`config.mk`:
```
export PLATFORM = sky130hd
export DESIGN_NAME = obj_row_writer
export DESIGN_NICKNAME = d
export VERILOG_FILES = /design/src/rtl/obj_row_writer.sv
export SDC_FILE = /design/constraint.sdc
export NUM_CORES = 1
export LEC_CHECK = 0
export CAP_MARGIN = 20
export CELL_PAD_IN_SITES_DETAIL_PLACEMENT = 0
export CELL_PAD_IN_SITES_GLOBAL_PLACEMENT = 1
export CORE_MARGIN = 3
export CORE_UTILIZATION = 35
export DETAILED_ROUTE_END_ITERATION = 8
export PLACE_DENSITY = 0.8
export SLEW_MARGIN = 40
export SYNTH_ARGS = -nofsm -noshare
export SYNTH_HDL_FRONTEND = slang
export SYNTH_SLANG_ARGS = --single-unit
export TNS_END_PERCENT = 50
```
`constraint.sdc`:
```
create_clock -name clock -period 14.71 [get_ports clock]
set_clock_uncertainty 0.2 [all_clocks]
set_input_delay 1.471 -clock clock [delete_from_list [all_inputs] [get_ports clock]]
set_output_delay 1.471 -clock clock [all_outputs]
set_load 0.02 [all_outputs]
```
`src/rtl/obj_row_writer.sv`:
```
// obj_row_writer: upstream feeder of the OBJ scanline double buffer.
// On start it clears the back buffer, then takes sprite descriptors (in OAM
// priority order) over a valid/ready handshake. For each sprite it reads
// that sprite's row pixels from OBJ VRAM (fixed VRAM_LAT read latency) and
// issues one buffer write per opaque on-screen column.
//
// Ports:
//   clock, reset        system clock, synchronous active-high reset
//   start, line_in      one-cycle start pulse and line number to render
//   spr_*               descriptor handshake and fields (x, width, row
//                       address, 8bpp, palbank, prio, semi, hflip, last)
//   vram_re/addr/rdata  OBJ VRAM read port (data VRAM_LAT cycles after re)
//   row, wcol, wdata,   buffer row select, write column/data/enable,
//   we, clear,          clear strobe and palette mode of the written pixel
//   palettemode
//   done                one-cycle pulse when the line is complete
module obj_row_writer #(
  parameter int unsigned VRAM_LAT = 2,
  parameter int unsigned ADDR_W   = 15
) (
  input  logic              clock,
  input  logic              reset,
  input  logic              start,
  input  logic [7:0]        line_in,
  input  logic              spr_valid,
  output logic              spr_ready,
  input  logic              spr_last,
  input  logic [8:0]        spr_x,
  input  logic [6:0]        spr_width,
  input  logic [ADDR_W-1:0] spr_row_addr,
  input  logic              spr_8bpp,
  input  logic [3:0]        spr_palbank,
  input  logic [1:0]        spr_prio,
  input  logic              spr_semi,
  input  logic              spr_hflip,
  output logic              vram_re,
  output logic [ADDR_W-1:0] vram_addr,
  input  logic [7:0]        vram_rdata,
  output logic [7:0]        row,
  output logic [7:0]        wcol,
  output logic [19:0]       wdata,
  output logic              we,
  output logic              clear,
  output logic              palettemode,
  output logic              done
);

  typedef enum logic [2:0] {IDLE, CLEAR, WAIT_SPR, FETCH, DRAIN} state_t;

  state_t state;

  // latched descriptor
  logic [8:0]        s_x;
  logic [6:0]        s_width;
  logic [ADDR_W-1:0] s_addr;
  logic              s_8bpp;
  logic [3:0]        s_pal;
  logic [1:0]        s_prio;
  logic              s_semi;
  logic              s_hflip;
  logic              s_last;

  logic [6:0] idx;
  logic [2:0] drain_cnt;

  // read-tag pipeline: stage 0 is the slot currently on the VRAM port,
  // stage VRAM_LAT lines up with the returning vram_rdata
  logic       pv [0:VRAM_LAT];
  logic [7:0] pc [0:VRAM_LAT];
  logic       pp [0:VRAM_LAT];

  assign vram_re = pv[0];

  // Read outputs are registered, so the slot for the next FETCH cycle is
  // computed one cycle ahead: from the incoming descriptor (column 0) when
  // accepting, otherwise from the latched fields (column idx+1).
  logic              accepting;
  logic [8:0]        sel_x;
  logic [5:0]        sel_w6;
  logic [ADDR_W-1:0] sel_base;
  logic              sel_8bpp;
  logic              sel_hflip;
  logic [5:0]        i6;
  logic [5:0]        p;
  logic [8:0]        n_off;
  logic [ADDR_W-1:0] n_addr;
  logic [8:0]        n_col;
  logic [3:0]        nib;
  logic [7:0]        color;
  logic              opaque;

  always_comb begin
    accepting = (state == WAIT_SPR);
    sel_x     = accepting ? spr_x             : s_x;
    sel_w6    = accepting ? spr_width[5:0]    : s_width[5:0];
    sel_base  = accepting ? spr_row_addr      : s_addr;
    sel_8bpp  = accepting ? spr_8bpp          : s_8bpp;
    sel_hflip = accepting ? spr_hflip         : s_hflip;
    i6        = accepting ? 6'd0 : idx[5:0] + 6'd1;
    // width 64 wraps to 0 in six bits, which still gives 63-i
    p         = sel_hflip ? (sel_w6 - 6'd1 - i6) : i6;
    n_off     = sel_8bpp ? {p[5:3], 3'b000, p[2:0]}          // tile*64 + px
                         : {1'b0, p[5:3], 3'b000, p[2:1]};   // tile*32 + px/2
    n_addr    = sel_base + ADDR_W'(n_off);
    n_col     = sel_x + {3'b000, i6};

    nib    = pp[VRAM_LAT] ? vram_rdata[7:4] : vram_rdata[3:0];
    color  = s_8bpp ? vram_rdata : {s_pal, nib};
    opaque = s_8bpp ? (|vram_rdata) : (|nib);
  end

  always_ff @(posedge clock) begin
    if (reset) begin
      state       <= IDLE;
      spr_ready   <= 1'b0;
      vram_addr   <= '0;
      row         <= '0;
      wcol        <= '0;
      wdata       <= '0;
      we          <= 1'b0;
      clear       <= 1'b0;
      palettemode <= 1'b0;
      done        <= 1'b0;
      s_x         <= '0;
      s_width     <= '0;
      s_addr      <= '0;
      s_8bpp      <= 1'b0;
      s_pal       <= '0;
      s_prio      <= '0;
      s_semi      <= 1'b0;
      s_hflip     <= 1'b0;
      s_last      <= 1'b0;
      idx         <= '0;
      drain_cnt   <= '0;
      for (int unsigned k = 0; k <= VRAM_LAT; k++) begin
        pv[k] <= 1'b0;
        pc[k] <= '0;
        pp[k] <= 1'b0;
      end
    end else begin
      done  <= 1'b0;
      clear <= 1'b0;

      for (int unsigned k = 1; k <= VRAM_LAT; k++) begin
        pv[k] <= pv[k-1];
        pc[k] <= pc[k-1];
        pp[k] <= pp[k-1];
      end
      pv[0] <= 1'b0;

      // write stage
      we <= pv[VRAM_LAT] && opaque;
      if (pv[VRAM_LAT]) begin
        wcol        <= pc[VRAM_LAT];
        wdata       <= {5'b00000, s_semi, 4'b0000, s_prio, color};
        palettemode <= s_8bpp;
      end

      case (state)
        IDLE: begin
          if (start) begin
            row   <= line_in;
            clear <= 1'b1;
            state <= CLEAR;
          end
        end
        CLEAR: begin
          spr_ready <= 1'b1;
          state     <= WAIT_SPR;
        end
        WAIT_SPR: begin
          if (spr_valid) begin
            s_x       <= spr_x;
            s_width   <= spr_width;
            s_addr    <= spr_row_addr;
            s_8bpp    <= spr_8bpp;
            s_pal     <= spr_palbank;
            s_prio    <= spr_prio;
            s_semi    <= spr_semi;
            s_hflip   <= spr_hflip;
            s_last    <= spr_last;
            spr_ready <= 1'b0;
            idx       <= '0;
            drain_cnt <= '0;
            if (spr_width == 7'd0) begin
              state <= DRAIN;
            end else begin
              state     <= FETCH;
              pv[0]     <= (n_col < 9'd240);
              pc[0]     <= n_col[7:0];
              pp[0]     <= p[0];
              vram_addr <= n_addr;
            end
          end
        end
        FETCH: begin
          if (idx == s_width - 7'd1) begin
            state     <= DRAIN;
            drain_cnt <= '0;
          end else begin
            idx       <= idx + 7'd1;
            pv[0]     <= (n_col < 9'd240);
            pc[0]     <= n_col[7:0];
            pp[0]     <= p[0];
            vram_addr <= n_addr;
          end
        end
        DRAIN: begin
          if (drain_cnt == 3'(VRAM_LAT)) begin
            if (s_last) begin
              done  <= 1'b1;
              state <= IDLE;
            end else begin
              spr_ready <= 1'b1;
              state     <= WAIT_SPR;
            end
          end else begin
            drain_cnt <= drain_cnt + 3'd1;
          end
        end
        default: state <= IDLE;
      endcase
    end
  end

endmodule

```
# Yosys cells after proc, flatten, opt, wreduce, memory -nomap -nowiden
# Memory sizes are Yosys's and may differ from the RTL's. A register that Yosys moved wholly into a read port is not among the register bits.
# Index checks and enable logic that the tools add are counted.
# word_totals
ram_bits,30
regBits,93
n_memories,3
word_cells,139
# memory_table
memory,words,width,read_ports,rd_clocked_by_memory_dff,write_ports,line,text
pc,3,8,3,1,3,69,logic [7:0] pc [0:VRAM_LAT];
pp,3,1,3,0,3,70,logic pp [0:VRAM_LAT];
pv,3,1,3,0,3,68,logic pv [0:VRAM_LAT];
# classes
n_bitwise,16
n_eq_ne,14
n_reduce_logical,17
n_lt_le_gt_ge,1
mux,60
add_sub_neg,8
# ops
cell,n
2-to-1 mux 15 bit,4
2-to-1 mux 8 bit,5
one-hot mux 15 bit (2 select lines),1
2-to-1 mux 1 bit,29
2-to-1 mux 3 bit,8
2-to-1 mux 6 bit,3
2-to-1 mux 9 bit,2
inequality test 2 bit (second input constant),8
AND reduction 4 bit,4
adder 15 x 9 -> 15 bit,1
one-hot mux 3 bit (5 select lines),1
2-to-1 mux 7 bit,2
one-hot mux 7 bit (2 select lines),1
OR 1 bit,13
adder 9 x 6 -> 9 bit,1
equality test 3 x 2 -> 1 bit (second input constant),3
less-than comparator 9 x 8 -> 1 bit (second input constant),1
one-hot mux 3 bit (3 select lines),1
OR reduction 8 bit,1
adder 7 x 1 -> 7 bit (second input constant),1
equality test 7 bit,1
logical NOT 7 bit,1
subtractor 7 x 1 -> 7 bit (second input constant),1
adder 6 x 1 -> 6 bit (second input constant),1
18 further kinds,22

# Longest topological paths before layout
# Gate-level depths: netlist (run 1).
# depth
word_depth,10
depth_mapped,23
mapped_depth_nobuf,19

# Worst setup path after synthesis (run 1)
# OpenSTA, ideal clock, no wires.
# synth_timing
path_type,register to register
startpoint,register state[1]
endpoint,register vram_addr[14]
slack_ns,9.870
path_stages_with_launch,23
setup_ns,0.131
arrival_time_ns,4.509
n_path_buf,4
synth_period_minus_slack_ns,4.840
t_required_ns,14.379
cell_sequence,dfxtp_1 > buf_6 > nor3b_2 > buf_2 > clkbuf_1 > clkbuf_1 > nand2_1 > o21ai_0 > ha_1 > inv_1 > fa_1 > xnor2_1 > nor2_1 > a21oi_1 > nor2_1 > or2_2 > fa_1 > nor2b_1 > or2_2 > a31oi_4 > or4_4 > o211ai_2 > a21oi_2
# synth_via
elab_chain_len,10
word_cells_on_any_way,21
cone_classes,add/sub: 3; eq/ne: 5; mux: 11; reduce/logical: 2
# synth_rtl
element,line,text
start: declaration,50,state_t state;
start signal: assignment,114,state <= IDLE;
start signal: assignment,164,state <= CLEAR;
start signal: assignment,169,state <= WAIT_SPR;
equality test 3 x 2 -> 1 bit,"93, 159",
2-to-1 mux 6 bit,95,sel_w6 = accepting ? spr_width[5:0] : s_width[5:0];
subtractor 6 x 1 -> 6 bit,101,p = sel_hflip ? (sel_w6 - 6'd1 - i6) : i6;
subtractor 6 bit,101,
2-to-1 mux 6 bit,101,
2-to-1 mux 9 bit,102,"n_off = sel_8bpp ? {p[5:3], 3'b000, p[2:0]}"
adder 15 x 9 -> 15 bit,104,n_addr = sel_base + ADDR_W'(n_off);
2-to-1 mux 15 bit,185,if (spr_width == 7'd0) begin
2-to-1 mux 15 bit,172,if (spr_valid) begin
one-hot mux 15 bit (2 select lines),159,case (state)
end signal: assignment,192,vram_addr <= n_addr;
end signal: assignment,205,vram_addr <= n_addr;
end: declaration,37,"output logic [ADDR_W-1:0] vram_addr,"
# Parallel ways exist; a longest one is shown, timed or not. The select of a mux whose other input is x is not followed.
# A chain may end at the register's enable or synchronous reset.

# Final worst setup path (run 1)
# layout_timing
startpoint,input port spr_width[0]
endpoint,register vram_addr[14]
# layout_via
elab_chain_len,9
word_cells_on_any_way,13
cone_classes,add/sub: 3; eq/ne: 1; mux: 7; reduce/logical: 2
# layout_rtl
element,line,text
start: declaration,29,"input logic [6:0] spr_width,"
2-to-1 mux 6 bit,95,
subtractor 6 x 1 -> 6 bit,101,
subtractor 6 bit,101,
2-to-1 mux 6 bit,101,
2-to-1 mux 9 bit,102,
adder 15 x 9 -> 15 bit,104,
2-to-1 mux 15 bit,185,
2-to-1 mux 15 bit,172,
one-hot mux 15 bit (2 select lines),159,
# Parallel ways exist; a longest one is shown, timed or not. The select of a mux whose other input is x is not followed.

==> results.toml, run 1 <==
[cts]
cts_resized = 0
cts.path.max_buffers = 2
clk_latency_ns = 0.42
cts_setup_buffers = 0
cts_tree = "yes"
htree_num_levels = 4
clock-sinks = 131
cts_inserted_buffers = 17
path_clk_slew_ns = 0.07
root_buffer = "clkbuf_16"
holdBufCountCts = 0

[timing]
setup_tns_ns = 0
fin_ws_ns = 9.561
relSlewSlack = 0.4408
setup_viol = 0
fin_hold_ws_ns = 0.2523
fin_crit_ns = 5.149
finalMaxSlewViolations = 0
hold_violations = 0
worst_pin_slew_ns = 0.8368
final.period_utilization = 0.3501
fmax_ghz = 0.1942
rsz0062_at_grt = "no"

[die]
start_util = 0.3633
fp.dieH_um = 149.8
fp.dieArea_um2 = 22430
fp-row-count = 51
coreArea_um2 = 19910
num_io_pins = 118
die_w_um = 149.8

[placement]
port_buffers = 108
post-place-ws_ns = 9.174
gp_congestion = 0.8763
hpwl_mm = 12.99
dp.cells = 1197

[layout]
fillers = 1960
final_util = 0.4564
post_layout_nonfiller_instances = 1229
insertedDiodeCount = 0
drive_gt1_frac = 0.07261
nNetsFinal = 1036
syn2layout_area_growth_pct = 25.64

[critical_path]
critPathTopFamily = "simple AND/OR/NAND/NOR gates"
endpoint_kind = "register"
critPathArrivalTime_ns = 5.23
start_kind = "input pin"
path_cells = "clkdlybuf4s50_1, nand2_1, o21ai_0, ha_1, inv_1, fa_1, xnor2_1, nor2_1, a21oi_1, nor2_1, or2_2, fa_1, nor2b_1, or2_2, a31oi_4, or4_4, o211ai_2, a21oi_2"
crit_type = "input pin to register"
cp_max_fo = 4
critical_path_required_ns = 14.79
crit_path_top_delay_cell = "or4_4"
cpPeakStageDelay_ns = 0.53
cp_num_buf_inv = 2

[pwr]
p_sw_uw = 312.2
power_density_nw_per_um2 = 110.9
ir_drop_mv = 0.07065
seq_power_share = 0.401
leakage_nw = 3.417
internal_power_uw = 695.2
pwr-share-comb = 0.183
swShare = 0.3099
power.share.clock = 0.415

[route]
drc = 0
dr.pass1.iters = 5
wl_per_cell_um = 15.58
drt_iter0_markers = 391
antenna_left = 0
avgViaCountPerCell = 5.093
vias = 6259
wirelength_mm = 19.15

[grt]
grt_pass1_vias = 5891
antenna_found_initial = 0
grt_usage = 0.1710
grt_pass1_wl_mm = 30.44
overflow = 0
grt_max_degree = 65

[status]
status = "completed"

[synth]
synth_warnings = 0
synthFlopType = "dfxtp_1"
syn-instance-count = 853
ys_seq_area_frac = 0.4041
synth_cell_type_count = 80
syn_avg_cell_area_um2 = 8.480
synth_area_um2 = 7233
synthArstFlopShare = 0
synth_edf_count = 30
ys_ff_latch = 131

[worst_hold_path]
min_path_type = "register to register"

[run]
cap_violations = 0
## cells in the final DEF (no fill, tap or decap), types with 5 or more instances in the layout
master,instances
inv_8,6
conb_1,30
and2_1,7
o21ai_0,27
buf_4,7
clkdlybuf4s50_1,107
nand3b_1,5
a21oi_1,79
xnor2_1,14
nand2b_1,8
o211ai_1,7
nand3_1,17
a21o_1,5
nor3_1,10
ha_1,22
nor2_1,51
or2_2,5
edfxtp_1,30
a211oi_1,10
nor2b_1,31
a31oi_1,6
inv_1,17
dfxtp_1,101
or3_1,7
mux2i_1,36
xor2_1,11
clkbuf_16,17
nand2_1,185
o31ai_1,5
o2111ai_1,6
## power groups by stage
stage	Combinational (mW)	Sequential (mW)	Clock (mW)
after floorplan	0.115	0.417	0
after global placement	0.183	0.412	0
after detailed placement	0.184	0.412	0
after CTS	0.186	0.404	0.426
after global routing	0.204	0.407	0.443
final	0.185	0.404	0.418
## worst register-to-register path, stage by stage, from the launching register on
cell      delay [ns]
dfxtp_1         0.52
nor3b_4         0.25
buf_4           0.53
nor2_1          0.22
inv_1           0.13
ha_1            0.17
inv_1           0.05
fa_1            0.39
xnor2_1         0.16
nor2_1          0.05
a21oi_1         0.15
nor2_1          0.07
or2_2           0.33
fa_1            0.46
nor2b_1         0.23
or2_2           0.21
a31oi_4         0.11
or4_4           0.53
o211ai_2        0.08
a21oi_2         0.07
## worst paths after layout
check / end / slack, ns / startpoint / depth (start not counted)
worst min register to register: row[6] / 0.25 / row[6] / 2
worst max-delay path: vram_addr[14] / 9.56 / spr_width[0] / 18
worst min-delay path: row[6] / 0.25 / row[6] / 2
worst max register to register: vram_addr[14] / 9.65 / state[1] / 19
## kinds of logic after synthesis
group                    Yosys count  synth area share
multiplexers                      39           0.05605
AO/OA/AOI/OAI                    198            0.1849
XOR/XNOR                          26           0.03339
buffers and inverters             80           0.05051
AND/OR/NAND/NOR                  352            0.2251
other                              2          0.001038
adder cells (fa/ha/maj)           25           0.04497
flip-flops                       131            0.4041
## synthesized netlist by cell type, types with 11 or more instances
cell        n  area, µm²
xnor2_1    14      122.6
buf_4      11      82.58
inv_1      17      63.81
nor2_1     51      191.4
nand3_1    17      85.08
mux2i_1    36      360.4
nor2b_1    31      193.9
o21ai_0    27      135.1
a21oi_1    79      395.4
edfxtp_1   30      900.9
ha_1       22      275.3
nand2_1   185      694.4
clkbuf_1   39      146.4
xor2_1     11      96.34
dfxtp_1   101       2022
## per-layer routing
metal | GRT usage | vias to the layer above | wire length, µm
li1 | - | 3147 | -
met1 | 0.2241 | 2937 | 8960
met2 | 0.2796 | 155 | 8801
met3 | 0.04543 | 20 | 1082
met4 | 0.04666 | 0 | 301
met5 | 0 | - | 0
## registers in the layout, summed over array words and instances, names as in the netlist, 4 cells and up
signal,flops
wdata,11
s_addr,15
row,8
s_width,7
s_x,9
s_pal,4
wcol,8
idx,7
pc,24
vram_addr,15
## per-stage QoR
step / instance area [µm²] / power, mW
after floorplan: 7338 / 0.5323
after global placement: 8499 / 0.5955
after detailed placement: 8503 / 0.5966
after CTS: 9087 / 1.017
after global routing: 9087 / 1.054
final: 9087 / 1.007
## final cells by class
cell class | instances | area (µm²) | share of cell area
clock buffer | 17 | 425.4 | 0.04681
clock inverter | 15 | 158.9 | 0.01749
inverter | 17 | 63.81 | 0.007022
multi-input combinational | 670 | 4061 | 0.4469
sequential | 131 | 2923 | 0.3216
tap | 265 | 331.6 | 0.03649
timing repair buffer | 114 | 1124 | 0.1236
No activity file was read; power rests on OpenSTA's default activity.
==> run 2, diff against run 1 <==
--- a/config.mk
+++ b/config.mk
@@ -11,7 +11,7 @@
 export CORE_MARGIN = 3
 export CORE_UTILIZATION = 35
 export DETAILED_ROUTE_END_ITERATION = 8
-export PLACE_DENSITY = 0.8
+export PLACE_DENSITY = 0.83
 export SLEW_MARGIN = 40
 export SYNTH_ARGS = -nofsm -noshare
 export SYNTH_HDL_FRONTEND = slang
==> constraint.sdc (replaced) <==
create_clock -name clock -period 4.3 [get_ports clock]
set_clock_uncertainty 0.2 [all_clocks]
set_input_delay 0.43 -clock clock [delete_from_list [all_inputs] [get_ports clock]]
set_output_delay 0.43 -clock clock [all_outputs]
set_load 0.02 [all_outputs]
==> run 2 against run 1 <==
Utilization up 1.5 points. Clock-buffer cell count unchanged. Global-route usage up 0.47 points. Worst hold slack about the same. Worst setup slack worse by 9.4 ns. Cell area up 3.4%. Die area unchanged. Cell count up 2.6%. Register-to-register slack worse by 9.5 ns. Sequential share of layout area down 0.94 points. Combinational power rose to 3.8 times the previous value. Critical path type is now register to register. Highest routed layer unchanged.
==> results.toml, run 2 (same netlist as run 1, synthesis figures left out) <==
[timing]
fin_ws_ns = 0.1504
setup_viol = 0
finalMaxSlewViolations = 0
final.period_utilization = 0.9650
hold_violations = 0
fin_crit_ns = 4.150
fmax_ghz = 0.2410
setup_tns_ns = 0
worst_pin_slew_ns = 0.8099
relSlewSlack = 0.4567
fin_hold_ws_ns = 0.2520

[die]
fp.dieH_um = 149.8
die_w_um = 149.8
num_io_pins = 118
fp.dieArea_um2 = 22430
coreArea_um2 = 19910
start_util = 0.3633
fp-row-count = 51

[route]
wirelength_mm = 19.66
wl_met1_mm = 8.882
antenna_left = 0
vias = 6306
wl_met3_mm = 1.373
drc = 0
drt_iter0_markers = 410
topRoutingLayerUsed = "met4"
avgViaCountPerCell = 5.001
dr.pass1.iters = 6
wl_per_cell_um = 15.59
met2_length_mm = 9.051

[critical_path]
crit_type = "register to register"
critPathArrivalTime_ns = 4.24
critical_path_required_ns = 4.39
endpoint_kind = "register"
r2r_setup_slack_ns = 0.15
reg2reg_depth = 17
cp_num_buf_inv = 2
r2r-start = "idx[1]"
cp_max_fo = 6
cpPeakStageDelay_ns = 0.52
start_kind = "register"
critPathTopFamily = "simple AND/OR/NAND/NOR gates"
path_cells = "nand3_1, or2_2, a21oi_2, inv_1, ha_1, inv_1, or3_1, nand4_1, mux2i_2, a21oi_2, ha_1, o211a_1, a221o_1, a31oi_4, or4_4, o211ai_2, a21oi_2"
timing.rr.end = "vram_addr[14]"
cp_common_cell = "a21oi_2"
crit_path_top_delay_cell = "or4_4"

[pwr]
seq_power_share = 0.396
p_sw_mw = 1.070
power_density_nw_per_um2 = 369.9
leakage_nw = 3.572
power.share.clock = 0.404
swShare = 0.3080
pwr-share-comb = 0.200
internal_power_mw = 2.405
ir_drop_mv = 0.2913

[layout]
drive_gt1_frac = 0.1196
regMostFlops = "pc"
largest_reg_flops = 24
nNetsFinal = 1067
syn2layout_area_growth_pct = 29.87
final_cell_mix = "184 x nand2_1, 107 x clkdlybuf4s50_1, 95 x dfxtp_1, 76 x a21oi_1, 50 x nor2_1"
final_util = 0.4718
top_regs = "pc: 24 flops, s_addr: 15 flops, vram_addr: 15 flops"
final_common_cell = "nand2_1"

[grt]
antenna_found_initial = 1
grt_pass1_wl_mm = 31.03
grt_pass1_vias = 5987
grt_usage = 0.1757
overflow = 0
grt_max_degree = 70

[cts]
htree_num_levels = 4
clk_latency_ns = 0.43
cts_inserted_buffers = 17
clock-sinks = 131
root_buffer = "clkbuf_16"
cts.path.max_buffers = 2
cts_tree = "yes"
holdBufCountCts = 0
path_clk_slew_ns = 0.07

[worst_hold_path]
hold_end = "row[1]"
hp-start = "row[1]"
min_path_type = "register to register"
hold_depth = 2

[placement]
port_buffers = 108
gp_congestion = 0.9095
post-place-ws_ns = 0.07811
hpwl_mm = 13.59

[run]
cap_violations = 0

[status]
status = "completed"
[run 2: changes by cell type in the layout (fill, tap and decap cells not counted), moves of 3 or more]
| cell | before | now |
|---|---|---|
| ha_1 | 22 | 18 |
| buf_4 | 7 | 36 |
| a21oi_1 | 79 | 76 |
| clkinv_4 | 1 | 4 |
| a21oi_2 | 1 | 4 |
| dfxtp_2 | 0 | 5 |
| dfxtp_1 | 101 | 95 |
[run 2: per-layer routing]
metal / track usage / up-vias
li1: - / 3216
met1: 0.2288 / 2885
met2: 0.2828 / 176
met3: 0.04694 / 29
met4: 0.06038 / 0
met5: 0 / -
[run 2: area by class of cell]
| cell class | instances | area, µm² |
|---|---|---|
| fill | 1920 | 10520 |
| clock buffer | 17 | 425.4 |
| tap | 265 | 331.6 |
| multi-input combinational | 670 | 4129 |
| antenna | 1 | 2.502 |
| timing repair buffer | 145 | 1373 |
| inverter | 17 | 63.81 |
| clock inverter | 15 | 136.4 |
| sequential | 131 | 2933 |
[run 2: power groups by stage]
stage               combinational, mW  clock (mW)  sequential (mW)
finish                          0.694        1.41             1.38
global route                    0.765        1.49             1.38
CTS                             0.681        1.44             1.38
detailed placement              0.676           0             1.40
global placement                0.673           0             1.40
floorplan                       0.405           0             1.43
[run 2: per-stage QoR]
step                cell area, µm²  std cells  power, mW
finish                        9394       1261      3.475
global route                  9392       1260      3.642
CTS                           9293       1256      3.497
detailed placement            8731       1224      2.080
global placement              8731       1224      2.075
floorplan                     7392        881      1.834
[run 2: how the worst max path moves through the flow]
stage	start	to	cells after the start
5_1_grt	idx[1]	vram_addr[11]	17
4_1_cts	idx[1]	vram_addr[9]	17
3_3_place_gp	spr_width[0]	vram_addr[14]	19
3_5_place_dp	spr_width[1]	vram_addr[9]	16
6_report	idx[1]	vram_addr[14]	17
2_1_floorplan	state[1]	vram_addr[14]	20
[run 2: repair_timing]
action	CTS	global route
setup buffers	0	4
gates resized for setup	0	21
endpoints found under the setup margin	0	7
[run 2: tightest hold or removal path: cells and delay by family, from the launching register on]
family	cells	cell delay (ns)
compound gates	1	0.05
simple gates	1	0.05
flops	1	0.31
==> RTL edit 1: new RTL, config.mk and constraints of run 2 <==
Change the parameter `ADDR_W` from 15 to 16.
--- a/src/rtl/obj_row_writer.sv
+++ b/src/rtl/obj_row_writer.sv
@@ -18,3 +18,3 @@
   parameter int unsigned VRAM_LAT = 2,
-  parameter int unsigned ADDR_W   = 15
+  parameter int unsigned ADDR_W   = 16
 ) (
Ports: changed (resized spr_row_addr and vram_addr); port bits go from 118 to 120. The function was not compared with the original's and may differ.
==> RTL edit 1 against run 2 <==
  * Count of clock-buffer cells in the layout up 2
  * Fmax shrank 1.5%
  * Non-clock buffer count up 16
  * Worst setup slack got worse by 65 ps
  * Sequential share of layout area down 0.78 points
  * Routed wire length is 2.9% lower
  * Synthesized area rose by 0.19%
  * Die area grew 0.19%
  * Sequential cell count increased by 2
  * Via count increased by 0.79%
  * Cell area rose by 4.1%
Power is not compared: it rests on default switching activity, and its combinational part moved more than twofold at a synthesized area within 25%.
==> RTL edit 1: results (changes against run 2) <==
status: "completed"
vias_per_cell: 4.935  # -1.3%
antennaDiodeCount: 0  # -1
cap_viol_max_count: 0  # unchanged
portBuffers: 110  # +1.9%
drive_gt1_share_pct: 13.36  # +1.4 points
async_flop_share_pct: 0  # unchanged
track_usage_pct: 16.60  # -0.97 points
antenna_found_initial: 0  # -1
synth.distinct_cells: 68  # -15%
dr.pass1.iters: 5  # -1
drt_first_iter_violations: 407  # -0.73%
whs_ps: 251.1  # -0.8340 ps
routedWlPerCell_um: 14.82  # -5.0%
grt_max_degree: 52  # -26%
grt_pass1_wl_mm: 29.69  # -4.3%
grt_pass1_vias: 5950  # -0.62%
synthTopCellsByCount: "nand2_1 (178), dfxtp_1 (103), a21oi_1 (73)"
r2r_end: "vram_addr[13]"
yosysWarnings: 0  # unchanged
hold_end: "s_addr[14]"
place_area_sq_mm: 0.008932  # +2.3%
dp_hpwl_mm: 13.65  # +0.39%
arrival_ps: 4320  # +80 ps
fillers: 1955  # +1.8%
worst_slew_pin_slew_ps: 581.5  # -228.4 ps
dpl.cell_count: 1251  # +2.2%
hold_start: "s_addr[14]"
slowest_stage: "or4_4"
gp_congestion: 0.8499  # -6.6%
synth_top_cells_by_area: "dfxtp_1 (28%), edfxtp_1 (12%), nand2_1 (9.2%)"
dp_worst_setup_slack_ps: -206.9  # -285.0 ps
vias: 6356  # +0.79%
regToRegStartpoint: "idx[1]"
cp_max_fo: 4  # -2
ys_seq_area_share_pct: 40.88  # +0.48 points
top_regs: "pc x24, s_addr x16, vram_addr x16"
syn_inst: 856  # +0.35%
clkTransAtPathRegs_ps: 60
r2r_slack_ps: 90  # -60 ps
nNetsFinal: 1091  # +2.2%
r2r_cells: 17  # unchanged
[RTL edit 1: cell types whose count changed after synthesis, moves of 7 or more]
cell	change
mux2i_1	+15
inv_1	+10
nor3_1	+9
o21ai_0	-9
mux2_2	+7
nand2_1	-7
[RTL edit 1: what timing repair did]
item,4_1_cts,5_1_grt
resized for setup,3,36
endpoints found under the setup margin,4,7
buffers inserted,0,5
pin swaps,0,11
[RTL edit 1: layer usage]
metal,up-vias,wire [um],track usage [%]
met5,-,0,0
met4,0,476,6.953
met3,31,1030,3.967
met2,158,8835,26.18
met1,2935,8742,21.79
li1,3232,-,-
[RTL edit 1: power breakdown]
part | switching [mW] | internal, mW | total (mW)
clock network | 0.576 | 0.987 | 1.56
logic | 1.02 | 0.821 | 1.84
registers | 0.0880 | 1.45 | 1.53
[RTL edit 1: worst max-delay path by stage]
stage / cells after the start / start / endpoint / slack (ps)
5_1_grt: 17 / idx[0] / vram_addr[10] / -100
3_3_place_gp: 18 / spr_width[0] / vram_addr[14] / -90
3_5_place_dp: 18 / spr_width[0] / vram_addr[14] / -210
2_1_floorplan: 23 / state[0] / vram_addr[13] / -200
4_1_cts: 17 / state[1] / vram_addr[14] / 4
6_report: 17 / idx[1] / vram_addr[13] / 90
[RTL edit 1: kinds of logic after synthesis]
logic type,synth area share (%)
xor gates and xnor gates,3.816
and+or+nand+nor,22.65
adders and majority gates,4.351
other,0.1036
AOI/OAI and AO/OA,14.50
muxes,8.598
buffers and inverters,5.093
DFF,40.88
[RTL edit 1: area by class of cell]
type                            count  area [sq um]  area share, %
Clock inverter                     13         165.2          1.688
Inverter                           27         101.3          1.036
Clock buffer                       19         475.5          4.861
Tap cell                          270         337.8          3.454
Timing Repair Buffer              161          1498          15.31
Multi-Input combinational cell    665          4227          43.21
Sequential cell                   133          2978          30.44
==> RTL edit 2: new RTL, settings of run 2 <==
Without the edit above. The 5 states of `state_t` get a one-hot encoding in 5 bits.
--- a/src/rtl/obj_row_writer.sv
+++ b/src/rtl/obj_row_writer.sv
@@ -47,3 +47,3 @@
 
-  typedef enum logic [2:0] {IDLE, CLEAR, WAIT_SPR, FETCH, DRAIN} state_t;
+  typedef enum logic [4:0] {IDLE = 5'b00001, CLEAR = 5'b00010, WAIT_SPR = 5'b00100, FETCH = 5'b01000, DRAIN = 5'b10000} state_t;
 
Formal check against the unedited RTL: no difference found for any inputs over 4 cycles, from zero or initial values and one cycle with reset high; so few cycles prove little.
==> RTL edit 2 against run 2 <==
  * Total power fell by 11%
  * Worst setup slack improved by 30 ps
  * Critical path depth rose by 1
  * Synthesized area fell by 4.8%
  * Sequential cell count rose by 2
  * Cell area fell by 3.5%
  * Combinational power fell by 46%
  * Routed wire length fell by 12%
==> RTL edit 2: results (changes against run 2) <==
status: "completed"
wl_met3_mm: 1.133  # -17%
synth_xor_area_share_pct: 5.561  # +2.2 points
grt_max_degree: 76  # +8.6%
grt_use_met1_pct: 21.85  # -1.0 points
cts_sinks: 133  # +1.5%
slew_headroom_pct: 44.88  # -0.79 points
synthTopCellsByCount: "nand2_1 (162), dfxtp_1 (103), nor2_1 (86)"
drt_first_iter_violations: 311  # -24%
p_leak_nw: 3.509  # -1.8%
dp_worst_setup_slack_ps: 120.8  # +42.64 ps
place_area_sq_mm: 0.008328  # -4.6%
ys_seq_area_share_pct: 43.03  # +2.6 points
vdd_drop_max_v: 0.0002677  # -8.1%
track_usage_pct: 16.12  # -1.5 points
final_core_util_pct: 47.66  # +0.48 points
hold_end: "s_x[3]"
n_all_inverters: 16  # -1
r2r_cells: 18  # +1
synth.distinct_cells: 61  # -24%
avgSynthCellArea_sq_um: 8.543  # +0.74%
seqCellArea_sq_mm: 0.002964  # +1.1%
met2_usage_pct: 25.14  # -3.1 points
r2r_slack_ps: 180  # +30 ps
buffers: 135  # -6.9%
antenna_found_initial: 0  # -1
grt_pass1_wl_mm: 27.95  # -9.9%
use_met3_pct: 4.345  # -0.35 points
period_share_pct: 95.82  # -0.69 points
synth_top_cells_by_area: "dfxtp_1 (30%), edfxtp_1 (13%), nand2_1 (8.8%)"
drt-met1-wl_mm: 8.041  # -9.5%
dpl.cell_count: 1166  # -4.7%
slowest_stage: "or3_4"
hold_start: "s_x[3]"
RTL edit 2: cell count changes after synthesis, moves of 4 or more:
| cell | run 2 | this run |
|---|---|---|
| nor2_1 | 51 | 86 |
| nand2_1 | 185 | 162 |
| o21ai_0 | 27 | 15 |
| mux2i_1 | 36 | 47 |
| a21oi_1 | 79 | 69 |
| xnor2_1 | 14 | 23 |
| xor2_1 | 11 | 18 |
| a211oi_1 | 10 | 16 |
| o2111ai_1 | 6 | 0 |
| o21a_1 | 5 | 0 |
| a2111oi_0 | 4 | 0 |
| and2_1 | 7 | 3 |
| nor2b_1 | 31 | 27 |
| o311a_1 | 4 | 0 |
RTL edit 2: kinds of logic after synthesis:
logic type                 count (synthesis)
other                                      2
buffers and inverters                     73
muxes                                     50
and+or+nand+nor                          343
DFF                                      133
adders and majority gates                 23
AOI/OAI and AO/OA                        140
xor gates and xnor gates                  42
RTL edit 2: power by group:
group | switching, mW | internal (mW)
sequential | 0.0211 | 1.32
clock | 0.571 | 0.796
combinational | 0.195 | 0.177
